**config.mk**
```make
export PLATFORM = sky130hd
export DESIGN_NAME = sram_port_arbiter
export DESIGN_NICKNAME = d
export VERILOG_FILES = /design/src/rtl/sram_port_arbiter_pkg.sv /design/src/rtl/sram_port_arbiter_arb_priority_sel.sv /design/src/rtl/sram_port_arbiter.sv
export SDC_FILE = /design/constraint.sdc
export NUM_CORES = 1
export LEC_CHECK = 0
export BUFFER_PORTS_ARGS = -buffer_cell sky130_fd_sc_hd__buf_2
export CAP_MARGIN = 25
export CORE_AREA = 3 3 120 122
export CTS_BUF_LIST = sky130_fd_sc_hd__clkbuf_2 sky130_fd_sc_hd__clkbuf_4 sky130_fd_sc_hd__clkbuf_8
export DETAILED_ROUTE_END_ITERATION = 10
export DIE_AREA = 0 0 123 125
export GPL_TIMING_DRIVEN = 0
export PLACE_DENSITY = 0.54
export SLEW_MARGIN = 20
export SYNTH_ARGS = -nofsm -noshare
export SYNTH_HDL_FRONTEND = slang
export SYNTH_SLANG_ARGS = --single-unit
```
**constraint.sdc**
```tcl
create_clock -name clk -period 2.9 [get_ports clk]
set_clock_uncertainty 0.2 [all_clocks]
set_input_delay 0.29 -clock clk [delete_from_list [all_inputs] [get_ports clk]]
set_output_delay 0.29 -clock clk [all_outputs]
set_load 0.05 [all_outputs]
```
**src/rtl/sram_port_arbiter_pkg.sv**
```systemverilog
// Shared definitions for the SRAM port arbiter.
//   - Default SRAM geometry (byte address width, data width).
//   - Read-return selector encoding (which port owns the data coming back).
//   - Grant vector bit positions and the "read" byte-enable value.
package sram_port_arbiter_pkg;

  localparam int ADDR_W_DEF = 16;
  localparam int DATA_W_DEF = 32;

  // A zero byte-enable means the access is a read.
  localparam logic [3:0] WEN_READ = 4'b0000;

  // Bit positions inside the one-hot grant vector.
  localparam int GNT_IF = 0;
  localparam int GNT_DM = 1;
  localparam int GNT_LD = 2;

  typedef enum logic [1:0] {
    SEL_NONE = 2'd0,
    SEL_IF   = 2'd1,
    SEL_DM   = 2'd2,
    SEL_LD   = 2'd3
  } rsel_e;

endpackage

```
**src/rtl/sram_port_arbiter_arb_priority_sel.sv**
```systemverilog
// Combinational priority selector with starvation override.
//   en       : grants allowed (low while the arbiter is in reset)
//   if_req   : instruction fetch request
//   dm_req   : data access request
//   ld_req   : loader/debug request (always highest priority)
//   starved  : IF has been passed over long enough to jump ahead of DM
//   gnt_oh   : one-hot grant {LD, DM, IF}, all zero when nothing is granted
module arb_priority_sel
  import sram_port_arbiter_pkg::*;
(
  input  logic       en,
  input  logic       if_req,
  input  logic       dm_req,
  input  logic       ld_req,
  input  logic       starved,
  output logic [2:0] gnt_oh
);

  // LD always wins; between DM and IF, DM wins unless IF is starved.
  always_comb begin
    gnt_oh = 3'b000;
    if (en) begin
      if (ld_req) begin
        gnt_oh[GNT_LD] = 1'b1;
      end else if (if_req && (starved || !dm_req)) begin
        gnt_oh[GNT_IF] = 1'b1;
      end else if (dm_req) begin
        gnt_oh[GNT_DM] = 1'b1;
      end
    end
  end

endmodule

```
**src/rtl/sram_port_arbiter.sv**
```systemverilog
// Three-way arbiter sharing one single-port SRAM between instruction fetch
// (IF, read only), data access (DM) and a loader/debug port (LD).
// Ports:
//   clk, rst (async, active low)
//   if_*  : IF request/address in; grant, read-valid, read-data out
//   dm_*  : DM request/byte-enables/address/write-data in; grant/rvalid/rdata out
//   ld_*  : LD request/byte-enables/address/write-data in; grant/rvalid/rdata out
//   sram_*: address, byte enables and write data to the SRAM; read data back
//           (SRAM read data arrives the cycle after the address)
module sram_port_arbiter
  import sram_port_arbiter_pkg::*;
#(
  parameter int ADDR_W   = ADDR_W_DEF,
  parameter int DATA_W   = DATA_W_DEF,
  parameter int MAX_WAIT = 4
) (
  input  logic              clk,
  input  logic              rst,

  input  logic              if_req,
  input  logic [ADDR_W-1:0] if_addr,
  output logic              if_gnt,
  output logic              if_rvalid,
  output logic [DATA_W-1:0] if_rdata,

  input  logic              dm_req,
  input  logic [3:0]        dm_w_en,
  input  logic [ADDR_W-1:0] dm_addr,
  input  logic [DATA_W-1:0] dm_wdata,
  output logic              dm_gnt,
  output logic              dm_rvalid,
  output logic [DATA_W-1:0] dm_rdata,

  input  logic              ld_req,
  input  logic [3:0]        ld_w_en,
  input  logic [ADDR_W-1:0] ld_addr,
  input  logic [DATA_W-1:0] ld_wdata,
  output logic              ld_gnt,
  output logic              ld_rvalid,
  output logic [DATA_W-1:0] ld_rdata,

  output logic [3:0]        sram_w_en,
  output logic [ADDR_W-1:0] sram_address,
  output logic [DATA_W-1:0] sram_write_data,
  input  logic [DATA_W-1:0] sram_read_data
);

  localparam logic [3:0] MAX_WAIT_C = 4'(MAX_WAIT);

  logic [3:0] starve_cnt_q, starve_cnt_d;
  rsel_e      rsel_q, rsel_d;
  logic [2:0] gnt_oh;

  arb_priority_sel u_sel (
    .en      (rst),
    .if_req  (if_req),
    .dm_req  (dm_req),
    .ld_req  (ld_req),
    .starved (starve_cnt_q == MAX_WAIT_C),
    .gnt_oh  (gnt_oh)
  );

  assign if_gnt = gnt_oh[GNT_IF];
  assign dm_gnt = gnt_oh[GNT_DM];
  assign ld_gnt = gnt_oh[GNT_LD];

  // LD traffic freezes the count so an LD burst neither helps nor hurts IF.
  always_comb begin
    starve_cnt_d = starve_cnt_q;
    if (ld_gnt) begin
      starve_cnt_d = starve_cnt_q;
    end else if (if_gnt || !if_req) begin
      starve_cnt_d = 4'd0;
    end else if (dm_gnt && starve_cnt_q != MAX_WAIT_C) begin
      starve_cnt_d = starve_cnt_q + 4'd1;
    end
  end

  // With no grant, present a harmless read at the IF address.
  always_comb begin
    sram_w_en       = WEN_READ;
    sram_address    = if_addr;
    sram_write_data = '0;
    rsel_d          = SEL_NONE;
    if (ld_gnt) begin
      sram_w_en       = ld_w_en;
      sram_address    = ld_addr;
      sram_write_data = ld_wdata;
      if (ld_w_en == WEN_READ) rsel_d = SEL_LD;
    end else if (dm_gnt) begin
      sram_w_en       = dm_w_en;
      sram_address    = dm_addr;
      sram_write_data = dm_wdata;
      if (dm_w_en == WEN_READ) rsel_d = SEL_DM;
    end else if (if_gnt) begin
      rsel_d = SEL_IF;
    end
  end

  always_ff @(posedge clk or negedge rst) begin
    if (!rst) begin
      starve_cnt_q <= 4'd0;
      rsel_q       <= SEL_NONE;
    end else begin
      starve_cnt_q <= starve_cnt_d;
      rsel_q       <= rsel_d;
    end
  end

  assign if_rvalid = (rsel_q == SEL_IF);
  assign dm_rvalid = (rsel_q == SEL_DM);
  assign ld_rvalid = (rsel_q == SEL_LD);

  assign if_rdata = sram_read_data;
  assign dm_rdata = sram_read_data;
  assign ld_rdata = sram_read_data;

endmodule

```
# Word level (Yosys, flattened, before mapping)
# Index checks and enable logic that the tools add are counted.
totals:
  reg_bits: 6
  latchBits: 0
  ram_bits: 0
  mem_bits_ro: 0
  inputBits: 157
  out_inout_bits: 154
  mem_count: 0
op_classes:
  add_sub_neg: 1
  mul: 0
  div: 0
  n_lt_le_gt_ge: 0
  n_eq_ne: 5
  shifts: 0
  muxes: 19
  bitwise: 1
  reduce_logical: 10
op_table:
  columns: ["operator", "n"]
  rows:
  - ["$mux 32", 2]
  - ["$mux 16", 2]
  - ["$mux 4", 4]
  - ["$mux 2", 5]
  - ["$logic_not 4->1", 2]
  - ["$mux 1", 5]
  - ["$add 4x1->4 const B", 1]
  - ["$eq 2x2->1 const B", 2]
  - ["$eq 4x3->1 const B", 1]
  - ["$ne 4x3->1 const B", 1]
  - ["$mux 3", 1]
  - ["$eq 2x1->1 const B", 1]
  - ["$logic_and 1x1->1", 2]
  - ["$logic_not 1->1", 2]
  - ["$logic_or 1x1->1", 2]
  - ["$reduce_and 2->1", 1]
  - ["$reduce_bool 2->1", 1]
  - ["$not 1->1", 1]

# Depth between registers and ports, before layout
depth:
  ltp_word: 9
  ltp_mapped: 7

# Modules after synthesis
# A second synthesis with hierarchy kept.
unflattened:
  hier_cells: 241
  hier_area_um2: 1840.5
modules_own_cells:
  columns: ["mod", "n_inst", "cells_each", "area_per_inst_um2"]
  rows:
  - ["sram_port_arbiter", 1, 235, 1804.2]
  - ["arb_priority_sel", 1, 6, 36.3]

# Worst setup path before layout
# OpenSTA, ideal clock, no wires.
synth_timing:
  kind: "reg2out"
  start: "reg starve_cnt_q[0]"
  end: "out sram_address[1]"
  t_arrival_ns: 1.834
  t_required_ns: 2.410
  setup_slack_ns: 0.576
  stages_incl_launch_ff: 8
  cell_sequence: "dfrtp_1 inv_1 ha_1 nand4b_2 and2_4 buf_6 buf_6 o211ai_2"
synth_between:
  elab_chain_cells: 8
synth_lines:
  columns: ["element", "line_no", "text"]
  rows:
  - ["start, declared", "sram_port_arbiter.sv:50", "logic [3:0] starve_cnt_q, starve_cnt_d;"]
  - ["start signal, assigned", "sram_port_arbiter.sv:105", "starve_cnt_q <= starve_cnt_d;"]
  - ["$eq 4x3->1", "sram_port_arbiter.sv:59", ".starved (starve_cnt_q == MAX_WAIT_C),"]
  - ["$logic_or 1x1->1", "sram_port_arbiter_arb_priority_sel.sv:25", "end else if (if_req && (starved || !dm_req)) begin"]
  - ["$logic_and 1x1->1", "sram_port_arbiter_arb_priority_sel.sv:25", null]
  - ["$mux 1", "sram_port_arbiter_arb_priority_sel.sv:25", null]
  - ["$mux 2", "sram_port_arbiter_arb_priority_sel.sv:23", "if (ld_req) begin"]
  - ["$mux 3", "sram_port_arbiter_arb_priority_sel.sv:22", "if (en) begin"]
  - ["net dm_gnt", "sram_port_arbiter.sv:30", "output logic dm_gnt,"]
  - ["$mux 16", "sram_port_arbiter.sv:90", "end else if (dm_gnt) begin"]
  - ["$mux 16", "sram_port_arbiter.sv:85", "if (ld_gnt) begin"]
  - ["end, declared", "sram_port_arbiter.sv:43", "output logic [ADDR_W-1:0] sram_address,"]
# The timed path passes the listed nets, and every way through them passes these cells.

# Worst setup path in the final report
layout_timing:
  start: "reg starve_cnt_q[0]"
  end: "out sram_address[9]"
layout_between:
  elab_chain_cells: 8
layout_lines:
  columns: ["element", "line_no"]
  rows:
  - ["$eq 4x3->1", "sram_port_arbiter.sv:59"]
  - ["$logic_or 1x1->1", "sram_port_arbiter_arb_priority_sel.sv:25"]
  - ["$logic_and 1x1->1", "sram_port_arbiter_arb_priority_sel.sv:25"]
  - ["$mux 1", "sram_port_arbiter_arb_priority_sel.sv:25"]
  - ["$mux 2", "sram_port_arbiter_arb_priority_sel.sv:23"]
  - ["$mux 3", "sram_port_arbiter_arb_priority_sel.sv:22"]
  - ["$mux 16", "sram_port_arbiter.sv:90"]
  - ["$mux 16", "sram_port_arbiter.sv:85"]
# No other way between the ends.

==> reports/metrics.yaml <==
run_status:
  status: "finished, final reports clean"
die:
  row_count: 42
  start_util_pct: 15.0
  design.core.area_um2: 13300
  die-area_um2: 15400
  die_w_um: 123
  io_pins: 311
  die_y_um: 125
critical_path:
  critical_path_arrival_ps: 2200
  worstPathRequired_ps: 2410
  critPathMaxFanout: 10
  crit_type: "reg2out"
  crit_path_end_kind: "output pin"
  worst_setup_path_start_kind: "flip-flop"
cts:
  htreeDepth: 1
  clk_latency_ps: 220
  clockBufferDepth: 2
  cts.clk_slew.worst_paths_ps: 40
  cts_root_buf: "clkbuf_8"
  tritoncts: "built"
  numCtsBuffers: 3
  clock-sinks: 6
synth:
  ys_seq_elements: 6
  synth_fa_ha_area_share_pct: 1.25
  synthSimpleGateAreaFrac_pct: 18.6
  netlist_area_um2: 2000
  synth_cells: 263
  synth.net_count: 422
  synth_compound_area_share_pct: 28.9
  synth-xor-area-share_pct: 0
  synthMuxAreaShare_pct: 0
  synthDistinctLibCells: 29
  synth_top_family_by_area: "buffers and inverters"
  syn_area_per_cell_um2: 7.59
  seq_area_frac_synth_pct: 7.52
  yosys_warnings: 0
final_layout:
  area_growth_syn_to_layout_pct: 82.9
  fillers: 1492
  antenna_cells: 0
  final_cells: 719
  multi_input_area_um2: 972
  register_area_um2: 150
  layout.nets: 704
  drive_above_1_share_pct: 75.5
global_routing:
  grt_pass1_vias: 2817
  grt_pass1_wl_um: 14000
  grt_max_degree: 11
  antenna_found_initial: 0
  grt_use_total_pct: 11.3
  grt-ovfl-total: 0
timing:
  hold_viol_final: 0
  final.setup.tns_ps: 0
  worstMarginPinSlew_ps: 598
  post-route-period-util_pct: 92.7
  slew_viol_final: 0
  period_minus_slack_ps: 2690
  fmax_ghz: 0.372
  rsz0062_at_grt: "no"
  slew_headroom_pct: 60.1
  final-setup-viol-count: 0
power_and_ir_drop:
  irDropWorstVdd_mv: 0.131
  finalPower_mw: 1.10
  p_leak_nw: 2.21
  powerDensity_nw_per_um2: 302
flow_run:
  cap_violations: 0
detailed_routing:
  drtPass1Iterations: 4
  wl_per_cell_um: 13.8
  ant_nets: 0
  vias: 2833
  wirelength_um: 9890
  drc: 0
  avgViaCountPerCell: 3.94
  drt_iter0_drc: 46
place:
  portBuffers: 276
  dp.cells: 715
  dpl.hpwl_um: 8510
  gp_congestion: 0.766
worst_hold_path:
  hold_class: "in2reg"
==> worst max-delay path, stage by stage, from the launching register on <==
cell	delay, ps
dfrtp_1	420
inv_1	80
ha_1	200
nand4b_2	270
and2_4	240
buf_6	140
buf_6	160
o211ai_2	170
buf_2	290
==> repair_timing <==
item | 4_1_cts | 5_1_grt
setup endpoints to repair | 0 | 9
hold buffers | 1 | 0
endpoints found under the hold margin | 6 | 0
buffers inserted | 0 | 0
gates resized for setup | 0 | 2
==> cell usage in the layout, fill, tap and decap left out, types with 2 or more instances in the layout <==
cell type / n
o211ai_2: 16
clkbuf_2: 2
nand3_1: 19
dfrtp_1: 6
buf_6: 7
clkbuf_8: 3
nand2_1: 36
clkbuf_1: 2
buf_2: 283
a21oi_1: 2
inv_1: 4
nand2b_1: 2
nor2b_1: 4
a22o_1: 36
nor4_1: 2
ha_1: 2
nand3b_1: 3
buf_4: 97
o21ai_0: 5
==> worst paths after layout <==
path | slack [ps] | cells past startpoint | startpoint | to
setup reg to reg | 1100 | 6 | starve_cnt_q[0]$_DFFE_PN0P_ | rsel_q[1]$_DFF_PN0_
hold / removal | 130 | 2 | ld_req | starve_cnt_q[0]$_DFFE_PN0P_
hold reg to reg | 370 | 1 | starve_cnt_q[0]$_DFFE_PN0P_ | starve_cnt_q[0]$_DFFE_PN0P_
max in group asynchronous | 1980 | 2 | rst | starve_cnt_q[0]$_DFFE_PN0P_
min in group asynchronous | 300 | 2 | rst | rsel_q[1]$_DFF_PN0_
setup / recovery | 210 | 8 | starve_cnt_q[0]$_DFFE_PN0P_ | sram_address[9]
==> flip-flops by register name, summed over array words and instances (netlist names) <==
name          flops
rsel_q            2
starve_cnt_q      4
==> per-stage QoR <==
step | setup WS [ps] | hold slack [ps] | instance area (um2) | utilization (%)
detailed placement | 181 | -65.8 | 3600 | 27.1
finish | 211 | 133 | 3650 | 27.5
CTS | 59.6 | 131 | 3650 | 27.4
global placement | 159 | -66.8 | 3600 | 27.1
floorplan | 576 | -206 | 2000 | -
global route | 51.0 | 138 | 3650 | 27.5
==> synthesized netlist by cell type (all sizes together) <==
cell type,instances,share of area (%)
o21ai,5,1.3
nand3,19,4.8
nand4,1,0.31
nand2,36,6.8
nand4b,2,1.2
o211ai,17,10
dfrtp,6,7.5
and3,1,0.31
nand3b,3,1.1
o41ai,1,0.44
a22o,36,16
nor2b,4,1.3
nor4,2,0.63
inv,4,0.75
buf,111,42
nand2b,2,0.63
ha,2,1.3
a32o,1,0.50
or4,1,0.38
and2,2,0.75
a21oi,2,0.50
and3b,1,0.44
clkbuf,4,0.81
==> logic make-up after synthesis <==
logic type / Yosys count
AOI/OAI and AO/OA: 62
and+or+nand+nor: 74
buffers and inverters: 119
DFF: 6
adders and majority gates: 2
==> cell type report <==
cell class / instances / area share [%]
tap: 176 / 6.03
sequential: 6 / 4.11
inverter: 4 / 0.411
buffer: 115 / 23.6
timing repair buffer: 277 / 38.1
clock buffer: 3 / 1.13
multi-input combinational: 138 / 26.6
==> metal layers <==
layer  global-route usage [%]  vias up  share of wire [%]
met1                     12.7     1244                 37
li1                         -     1392                  -
met5                        0        -                  0
met4                     1.37        0               0.36
met3                     1.54        4                 11
met2                     22.6      193                 52
==> where the power goes <==
part	total, mW	internal (mW)	leakage [nW]	switching, mW
logic	0.890	0.282	2.10	0.608
clock network	0.124	0.0891	0.0216	0.0350
registers	0.0876	0.0859	0.0830	0.00177
(Power assumes the default switching activity.)
